**src/rtl/ahblite_master_arb.sv**
```systemverilog
// ahblite_master_arb
//   Two-master AHB-Lite arbiter with no added latency. One master owns the
//   shared address phase (GNT). Ownership moves only when the owner is IDLE,
//   the slave is ready and the other master is requesting. With no request
//   pending, the current owner keeps the bus. The data-phase owner (DOWN,
//   DVALID) is tracked separately. This lets write data and responses follow
//   the master whose transfer is actually completing.
//   A saturating wait counter measures how long the non-owner has been held
//   off. It raises a sticky starvation flag when the count reaches STARVE_LIM.
//
// Parameters
//   STARVE_LIM   wait-cycle count that flags starvation (1..255)
//
// Ports
//   HCLK, HRESETn                 bus clock, asynchronous active-low reset
//   Mx_HADDR/HTRANS/HWRITE/HSIZE  address phase from master x
//   Mx_HWDATA                     write data from master x
//   Mx_HRDATA                     read data to master x (HRDATA broadcast)
//   Mx_HREADY, Mx_HRESP           per-master ready and response
//   HADDR/HTRANS/HWRITE/HSIZE     shared address phase to the decoder
//   HWDATA                        shared write data to the decoder
//   HRDATA, HREADY, HRESP         muxed slave response from the decoder
//   HMASTER                       current address-phase owner (0=M0, 1=M1)
//   ARB_STARVE, STARVE_CLR        sticky starvation flag and its clear
//
// Build option
//   ARB_LOCK_EN  adds Mx_HMASTLOCK inputs and an HMASTLOCK output. A locked
//                owner keeps the bus even while it is IDLE.

module ahblite_master_arb #(
  parameter int unsigned STARVE_LIM = 64
) (
  input  logic        HCLK,
  input  logic        HRESETn,
  input  logic [31:0] M0_HADDR,
  input  logic [1:0]  M0_HTRANS,
  input  logic        M0_HWRITE,
  input  logic [2:0]  M0_HSIZE,
  input  logic [31:0] M0_HWDATA,
  output logic [31:0] M0_HRDATA,
  output logic        M0_HREADY,
  output logic        M0_HRESP,
  input  logic [31:0] M1_HADDR,
  input  logic [1:0]  M1_HTRANS,
  input  logic        M1_HWRITE,
  input  logic [2:0]  M1_HSIZE,
  input  logic [31:0] M1_HWDATA,
  output logic [31:0] M1_HRDATA,
  output logic        M1_HREADY,
  output logic        M1_HRESP,
`ifdef ARB_LOCK_EN
  input  logic        M0_HMASTLOCK,
  input  logic        M1_HMASTLOCK,
  output logic        HMASTLOCK,
`endif
  output logic [31:0] HADDR,
  output logic [1:0]  HTRANS,
  output logic        HWRITE,
  output logic [2:0]  HSIZE,
  output logic [31:0] HWDATA,
  input  logic [31:0] HRDATA,
  input  logic        HREADY,
  input  logic        HRESP,
  output logic        HMASTER,
  output logic        ARB_STARVE,
  input  logic        STARVE_CLR
);

  localparam logic [7:0] StarveLim = 8'(STARVE_LIM);

  logic       gnt_q, gnt_d;
  logic       down_q, down_d;
  logic       dvalid_q, dvalid_d;
  logic       starve_q, starve_d;
  logic [7:0] waitCnt_q, waitCnt_d;

  logic m0Req, m1Req, otherReq, ownerIdle, ownerLocked, handover, starveSet;
  logic m0Sel, m1Sel;

  assign m0Req = M0_HTRANS[1];
  assign m1Req = M1_HTRANS[1];

  // Address phase comes straight from the owner, so a grant costs no cycle.
  always_comb begin
    if (gnt_q) begin
      HADDR  = M1_HADDR;
      HTRANS = M1_HTRANS;
      HWRITE = M1_HWRITE;
      HSIZE  = M1_HSIZE;
    end else begin
      HADDR  = M0_HADDR;
      HTRANS = M0_HTRANS;
      HWRITE = M0_HWRITE;
      HSIZE  = M0_HSIZE;
    end
  end

  // Write data belongs to the data phase, which may lag a handover by a cycle.
  assign HWDATA    = down_q ? M1_HWDATA : M0_HWDATA;
  assign M0_HRDATA = HRDATA;
  assign M1_HRDATA = HRDATA;

`ifdef ARB_LOCK_EN
  assign HMASTLOCK   = gnt_q ? M1_HMASTLOCK : M0_HMASTLOCK;
  assign ownerLocked = HMASTLOCK;
`else
  assign ownerLocked = 1'b0;
`endif

  // Only a true IDLE hands the bus over. BUSY keeps the owner's burst intact.
  assign ownerIdle = (HTRANS == 2'b00);
  assign otherReq  = gnt_q ? m0Req : m1Req;
  assign handover  = HREADY && ownerIdle && otherReq && !ownerLocked;

  // A master sees the real slave handshake while it owns the address phase
  // or has a data phase in flight. Otherwise a requester is stalled (held
  // with its address) and an idle master sees ready.
  assign m0Sel     = !gnt_q || (dvalid_q && !down_q);
  assign m1Sel     =  gnt_q || (dvalid_q &&  down_q);
  assign M0_HREADY = m0Sel ? HREADY : !m0Req;
  assign M1_HREADY = m1Sel ? HREADY : !m1Req;
  assign M0_HRESP  = m0Sel ? HRESP : 1'b0;
  assign M1_HRESP  = m1Sel ? HRESP : 1'b0;

  // Next-state: grant toggle, data-phase tracking and starvation bookkeeping.
  // The flag is set only on the cycle the count first reaches the limit, so a
  // saturated counter cannot re-raise it after a clear.
  always_comb begin
    gnt_d    = gnt_q ^ handover;
    down_d   = down_q;
    dvalid_d = dvalid_q;
    if (HREADY) begin
      down_d   = gnt_q;
      dvalid_d = HTRANS[1];
    end

    waitCnt_d = waitCnt_q;
    if (!otherReq || handover) begin
      waitCnt_d = '0;
    end else if (waitCnt_q != 8'hFF) begin
      waitCnt_d = waitCnt_q + 8'd1;
    end

    starveSet = (waitCnt_d == StarveLim) && (waitCnt_q != StarveLim);
    starve_d  = starve_q;
    if (STARVE_CLR) begin
      starve_d = 1'b0;
    end else if (starveSet) begin
      starve_d = 1'b1;
    end
  end

  always_ff @(posedge HCLK or negedge HRESETn) begin
    if (!HRESETn) begin
      gnt_q     <= 1'b0;
      down_q    <= 1'b0;
      dvalid_q  <= 1'b0;
      waitCnt_q <= '0;
      starve_q  <= 1'b0;
    end else begin
      gnt_q     <= gnt_d;
      down_q    <= down_d;
      dvalid_q  <= dvalid_d;
      waitCnt_q <= waitCnt_d;
      starve_q  <= starve_d;
    end
  end

  assign HMASTER    = gnt_q;
  assign ARB_STARVE = starve_q;

endmodule
```
**config.mk**
```make
export PLATFORM = sky130hd
export DESIGN_NAME = ahblite_master_arb
export DESIGN_NICKNAME = d
export VERILOG_FILES = /design/src/rtl/ahblite_master_arb.sv
export SDC_FILE = /design/constraint.sdc
export NUM_CORES = 1
export LEC_CHECK = 0
export ABC_CLOCK_PERIOD_IN_PS = 1650
export CAP_MARGIN = 20
export CORE_AREA = 2 2 123 125
export DETAILED_ROUTE_END_ITERATION = 8
export DIE_AREA = 0 0 125 127
export DONT_BUFFER_PORTS = 1
export GPL_TIMING_DRIVEN = 0
export PLACE_DENSITY = 0.3
export SYNTH_ARGS = -nofsm -noshare
export SYNTH_HDL_FRONTEND = slang
export SYNTH_SLANG_ARGS = --single-unit
```
**constraint.sdc**
```tcl
create_clock -name HCLK -period 1.65 [get_ports HCLK]
set_input_delay 0.0825 -clock HCLK [delete_from_list [all_inputs] [get_ports HCLK]]
set_output_delay 0.0825 -clock HCLK [all_outputs]
set_load 0.005 [all_outputs]
```
==> results of run 1 <==
[area by class of cell]
cell class	count	area (µm²)
Buffer	73	547
Clock buffer	4	88.8
Fill cell	1600	11900
Inverter	6	27.5
Multi-Input combinational cell	136	1240
Sequential cell	12	304
Tap cell	184	230
Timing Repair Buffer	6	53.8
[stage by stage]
stage          TNS [ps]  utilization [%]  area [µm²]
3_3_place_gp      -2700             15.7        2260
2_1_floorplan      -123                -        2030
3_5_place_dp      -3450             15.7        2260
6_report          -86.4             17.3        2500
5_1_grt            -180             17.3        2500
4_1_cts            -149             17.1        2470
[worst max-delay path: cells and delay by family, from the launching register on]
family / cells / cell delay [ps]
simple gates: 3 / 870
compound gates: 2 / 240
fa+ha+maj: 1 / 170
flops: 1 / 380
[repair_timing]
item	in CTS	in global routing
endpoints found under the setup margin	77	5
resized for setup	32	4
pin swaps	4	4
buffers inserted	3	1
endpoints found under the hold margin	14	0
hold buffers	2	0
[sequential cells by signal (all words and copies together), names as in the netlist]
register / cells
waitCnt_q: 8
dvalid_q: 1
HMASTER: 1
ARB_STARVE: 1
down_q: 1
[power breakdown]
part / switching, µW / total, µW / internal [µW] / leakage (µW)
registers: 24.1 / 337 / 313 / 0.000153
logic: 265 / 608 / 343 / 0.000822
clock network: 132 / 498 / 366 / 0.0000442
[synth_stat cells, drive strengths merged (2+ instances only)]
library cell / n / area, µm²
inv: 5 / 18.8
ha: 2 / 25.0
nor3: 2 / 10.0
dfrtp: 12 / 300
buf: 71 / 515
nor4: 2 / 12.5
mux2i: 2 / 20.0
and3: 2 / 12.5
nand2b: 3 / 18.8
mux2: 71 / 800
nand3: 2 / 10.0
o21ai: 8 / 40.0
clkbuf: 4 / 15.0
a31oi: 2 / 12.5
nand2: 8 / 30.0
xnor2: 2 / 17.5
a21oi: 8 / 43.8
nor2: 10 / 37.5
[kinds of logic after synthesis]
logic type               count (synthesis)
AO/OA/AOI/OAI                           23
XOR/XNOR                                 2
adder cells (fa/ha/maj)                  2
buffers and inverters                   81
flip-flops                              12
multiplexers                            73
AND/OR/NAND/NOR                         36
[routing by layer]
metal,track usage (%),vias to the layer above,wire (µm)
met4,1.96,0,57
met2,15.5,190,3980
met1,7.88,794,2380
li1,-,741,-
met3,1.84,2,836
met5,0,-,0
[how the worst max path moves through the flow]
stage	start	depth (start not counted)	end	slack (ps)
4_1_cts	waitCnt_q[0]$_DFF_PN0_	6	ARB_STARVE$_DFFE_PN0P_	-150
2_1_floorplan	waitCnt_q[0]$_DFF_PN0_	6	ARB_STARVE$_DFFE_PN0P_	-120
3_5_place_dp	HMASTER$_DFF_PN0_	7	ARB_STARVE$_DFFE_PN0P_	-330
5_1_grt	waitCnt_q[1]$_DFF_PN0_	6	ARB_STARVE$_DFFE_PN0P_	-180
3_3_place_gp	HMASTER$_DFF_PN0_	7	ARB_STARVE$_DFFE_PN0P_	-320
6_report	waitCnt_q[1]$_DFF_PN0_	6	ARB_STARVE$_DFFE_PN0P_	-90
==> results.toml, run 1 <==
[run_status]
outcome = "finished with violations"
violations = "negative setup slack"

[worst_setup_path]
r2r-end = "ARB_STARVE$_DFFE_PN0P_"
ff2ff_setup_slack_ps = -90
r2r-start = "waitCnt_q[1]$_DFF_PN0_"
startpoint_type = "register"
cp.arrival_ps = 1890
path_class = "register to register"
cp_slowest_stage_delay_ps = 440
r2r.worst_path.cells = 6
critical_path_required_ps = 1800
cpMaxStageDelayCell = "or4_4"
endpoint_kind = "register"
worstPathCellList = "ha_4, nand4_1, nor4_2, a21oi_1, or4_4, o31ai_4"
critPathMaxFanout = 4

[cells_and_area]
diodes = 0
layout.nets = 417
mostFrequentLayoutCell = "mux2_2"
final_cell_mix = "71 x mux2_2, 67 x buf_4, 10 x nor2_1"
stdcell_count = 421
syn_to_final_growth_pct = 22.8
drive_gt1_share_pct = 72.2

[sta]
max_freq_mhz = 576
skew_ps = 1.67
rsz0062_at_grt = "true"
finalSetupViolCount = 1
timing.hold.ws_ps = 21.2
slew_headroom_pct = 59.2
fin_ws_ps = -86.4
period_share_pct = 105
period_needed_ps = 1740
max_slew.worst_pin.slew_ps = 610
maxSlewViolCount = 0
hold_viol = 0

[placement]
routabilityCongestion = 0.815
port-buffer-count = 0
pre_cts_ws_ps = -330
dpl.cell_count = 413
dp_hpwl_um = 6460

[grt]
grt_pass1_vias = 1554
antenna_found_initial = 0
grt_overflow = 0
grt_use_total_pct = 7.68
grt_max_degree = 13
grt_pass1_wl_um = 9230

[clocking]
cts_tree = "yes"
numCtsBuffers = 3
cts.path.max_buffers = 2
path_clk_slew_ps = 50
clkSinkCount = 12
clock_latency_ps = 240
clock-root-buffer = "clkbuf_16"
cts-htree-levels = 1

[pwr]
p_leak_uw = 0.00102
ir_worst_vdd_mv = 0.252
power_uw = 1440
p_per_area_nw_per_um2 = 578

[synth]
ys_seq_area_share_pct = 14.8
synthSimpleGateAreaFrac_pct = 8.93
syn_inst = 229
synth_edf_count = 0
ys_warn_count = 0
synthMuxAreaShare_pct = 40.3
synth-xor-area-share_pct = 0.862
avgSynthCellArea_um2 = 8.87
ys_types = 35
synthArstFlopShare_pct = 100
synth_fp_nets = 408
synth_compound_area_share_pct = 6.65
synth_fa_ha_area_share_pct = 1.23
synth_flop_cell = "dfrtp_1"
syn-cell-area_um2 = 2030
synth_top_family_by_area = "multiplexers"
ys_seq_elements = 12

[floorplanning]
rows = 44
die_w_um = 125
die_y_um = 127
design.core.area_um2 = 14400
die_area_um2 = 15900
initial_utilization_pct = 14.1
pin_count = 317

[min_path]
min_from = "M1_HTRANS[1]"
hold_path_end = "HMASTER$_DFF_PN0_"
hp-class = "input port to register"
hold_path_depth = 2

[drt]
drt_wl_total_um = 7250
firstDrtPassIters = 4
drtIter0Drc = 34
via_per_inst = 4.10
wl_per_cell_um = 17.2
remaining_drc_errors = 0
ant_nets = 0
via_count = 1727

[run]
cap_viol_max_count = 0
No activity file was read; power rests on OpenSTA's default activity.
==> inputs of run 2 (changes only) <==
--- a/config.mk
+++ b/config.mk
@@ -7,12 +7,14 @@
 export LEC_CHECK = 0
 export ABC_CLOCK_PERIOD_IN_PS = 1650
 export CAP_MARGIN = 20
-export CORE_AREA = 2 2 123 125
+export CELL_PAD_IN_SITES_DETAIL_PLACEMENT = 1
+export CELL_PAD_IN_SITES_GLOBAL_PLACEMENT = 1
+export CORE_AREA = 2 2 122 124
 export DETAILED_ROUTE_END_ITERATION = 8
-export DIE_AREA = 0 0 125 127
+export DIE_AREA = 0 0 124 126
 export DONT_BUFFER_PORTS = 1
 export GPL_TIMING_DRIVEN = 0
-export PLACE_DENSITY = 0.3
+export PLACE_DENSITY = 0.38
 export SYNTH_ARGS = -nofsm -noshare
 export SYNTH_HDL_FRONTEND = slang
 export SYNTH_SLANG_ARGS = --single-unit
==> results.toml, run 2 (synthesis results as in run 1) <==
[floorplanning]
die_y_um = 126
die_w_um = 124
die_area_um2 = 15600
pin_count = 317
rows = 44
design.core.area_um2 = 14300
initial_utilization_pct = 14.2

[cells_and_area]
fin_util_pct = 17.3
final_cell_mix = "71 x mux2_2, 67 x buf_4, 10 x nor2_1"
diodes = 0
layout.nets = 418
stdcell_count = 421
drive_gt1_share_pct = 72.6
multi_input_area_um2 = 1240
regMostFlops = "waitCnt_q"
fillCellCount = 1698
mostFrequentLayoutCell = "mux2_2"
ff_latch_area_um2 = 307
syn_to_final_growth_pct = 21.8
largest_reg_flops = 8

[min_path]
hp-class = "input port to register"

[clocking]
clkSinkCount = 12
cts-htree-levels = 1
numCtsBuffers = 3
clock_latency_ps = 240
cts.path.max_buffers = 2
path_clk_slew_ps = 50
cts_tree = "yes"
clock-root-buffer = "clkbuf_16"

[grt]
grt_pass1_vias = 1796
grt_use_met2_pct = 15.9
grt_max_degree = 13
use_met3_pct = 1.49
grt_overflow = 0
grt_use_met1_pct = 8.93
grt_use_total_pct = 8.17
grt_most_used_layer = "met2"
grt_pass1_wl_um = 9580
antenna_found_initial = 0

[sta]
fin_setup_tns_ps = -88.2
period_needed_ps = 1740
rsz0062_at_grt = "true"
finalSetupViolCount = 1
slew_headroom_pct = 58.5
maxSlewViolCount = 0
max_freq_mhz = 575
period_share_pct = 105
max_slew.worst_pin.slew_ps = 621
hold_viol = 0
skew_ps = 3.61
fin_ws_ps = -88.2

[run_status]
violations = "negative setup slack"
outcome = "finished with violations"

[worst_setup_path]
startpoint_type = "register"
worst-path-buf-inv = 0
cpMaxStageDelayCell = "or4_4"
endpoint_kind = "register"
critical_path_required_ps = 1810
critPathMaxFanout = 6
cp.arrival_ps = 1890
critPathTopFamily = "simple AND/OR/NAND/NOR gates"
worstPathCellList = "ha_4, and4_4, and3_4, or4_4, o31ai_4"
path_class = "register to register"
cp_slowest_stage_delay_ps = 530

[drt]
via_count = 1735
via_per_inst = 4.12
firstDrtPassIters = 4
remaining_drc_errors = 0
ant_nets = 0
drt_wl_total_um = 7290
drtIter0Drc = 28
wl_per_cell_um = 17.3

[pwr]
pwr-share-comb_pct = 43.3
p_sw_uw = 423
swShare_pct = 30.5
clockPowerShare_pct = 32.2
p_leak_uw = 0.00100
p_int_uw = 964
power_uw = 1390
p_seq_share_pct = 24.5
p_per_area_nw_per_um2 = 560
ir_worst_vdd_mv = 0.167

[placement]
pre_cts_ws_ps = -355
dpl.cell_count = 413
port-buffer-count = 0
dp_hpwl_um = 6390
routabilityCongestion = 0.838

[run]
cap_viol_max_count = 0
==> run 2: cell types whose count changed in the layout (fill, tap and decap cells not counted), moves of 2 or more <==
cell | previous run | this run
clkbuf_8 | 2 | 0
buf_2 | 4 | 7
dfrtp_1 | 9 | 7
dfrtp_2 | 3 | 5
==> run 2: per-stage QoR <==
stage | instance area [µm²] | hold slack, ps
after floorplan | 2030 | -213
after global placement | 2260 | -213
after detailed placement | 2260 | -212
after CTS | 2440 | 14.3
after global routing | 2470 | 44.2
final | 2470 | 14.5
==> run 2: power groups by stage <==
stage	logic, µW	clock network (µW)	registers (µW)
2_1_floorplan	465	0	329
3_3_place_gp	559	0	335
3_5_place_dp	553	0	335
4_1_cts	605	461	341
5_1_grt	659	470	344
6_report	600	447	339
==> run 2: metal layers <==
layer / vias to the layer above / part of all wire (%) / wire length (µm)
met3: 5 / 11 / 782
met2: 188 / 54 / 3960
met5: - / 0 / 0
met4: 0 / 0.84 / 61
li1: 745 / - / -
met1: 797 / 34 / 2480
==> run 2: area by class of cell <==
type                       instances  share of cell area [%]
buffer                            73                    21.5
clock buffer                       3                    3.03
inverter                           6                    1.21
multi-input combinational        136                    50.2
sequential                        12                    12.4
tap                              184                    9.30
timing repair buffer               7                    2.38
==> run 2: final timing paths <==
check,depth (start not counted),to,from,slack (ps)
max reg2reg,5,ARB_STARVE$_DFFE_PN0P_,waitCnt_q[0]$_DFF_PN0_,-90
min reg2reg,2,dvalid_q$_DFFE_PN0P_,dvalid_q$_DFFE_PN0P_,550
max in group asynchronous,1,HMASTER$_DFF_PN0_,HRESETn,910
min,2,HMASTER$_DFF_PN0_,M1_HTRANS[1],10
max,5,ARB_STARVE$_DFFE_PN0P_,waitCnt_q[0]$_DFF_PN0_,-90
min in group asynchronous,1,ARB_STARVE$_DFFE_PN0P_,HRESETn,300
==> run 2: timing repair <==
item                                    in CTS  in global routing
hold buffers                                 2                  0
buffers inserted                             3                  1
gates resized for setup                     28                  6
cloned                                       1                  0
pin swaps                                    5                  1
endpoints found under the setup margin      70                  3
endpoints found under the hold margin       14                  0
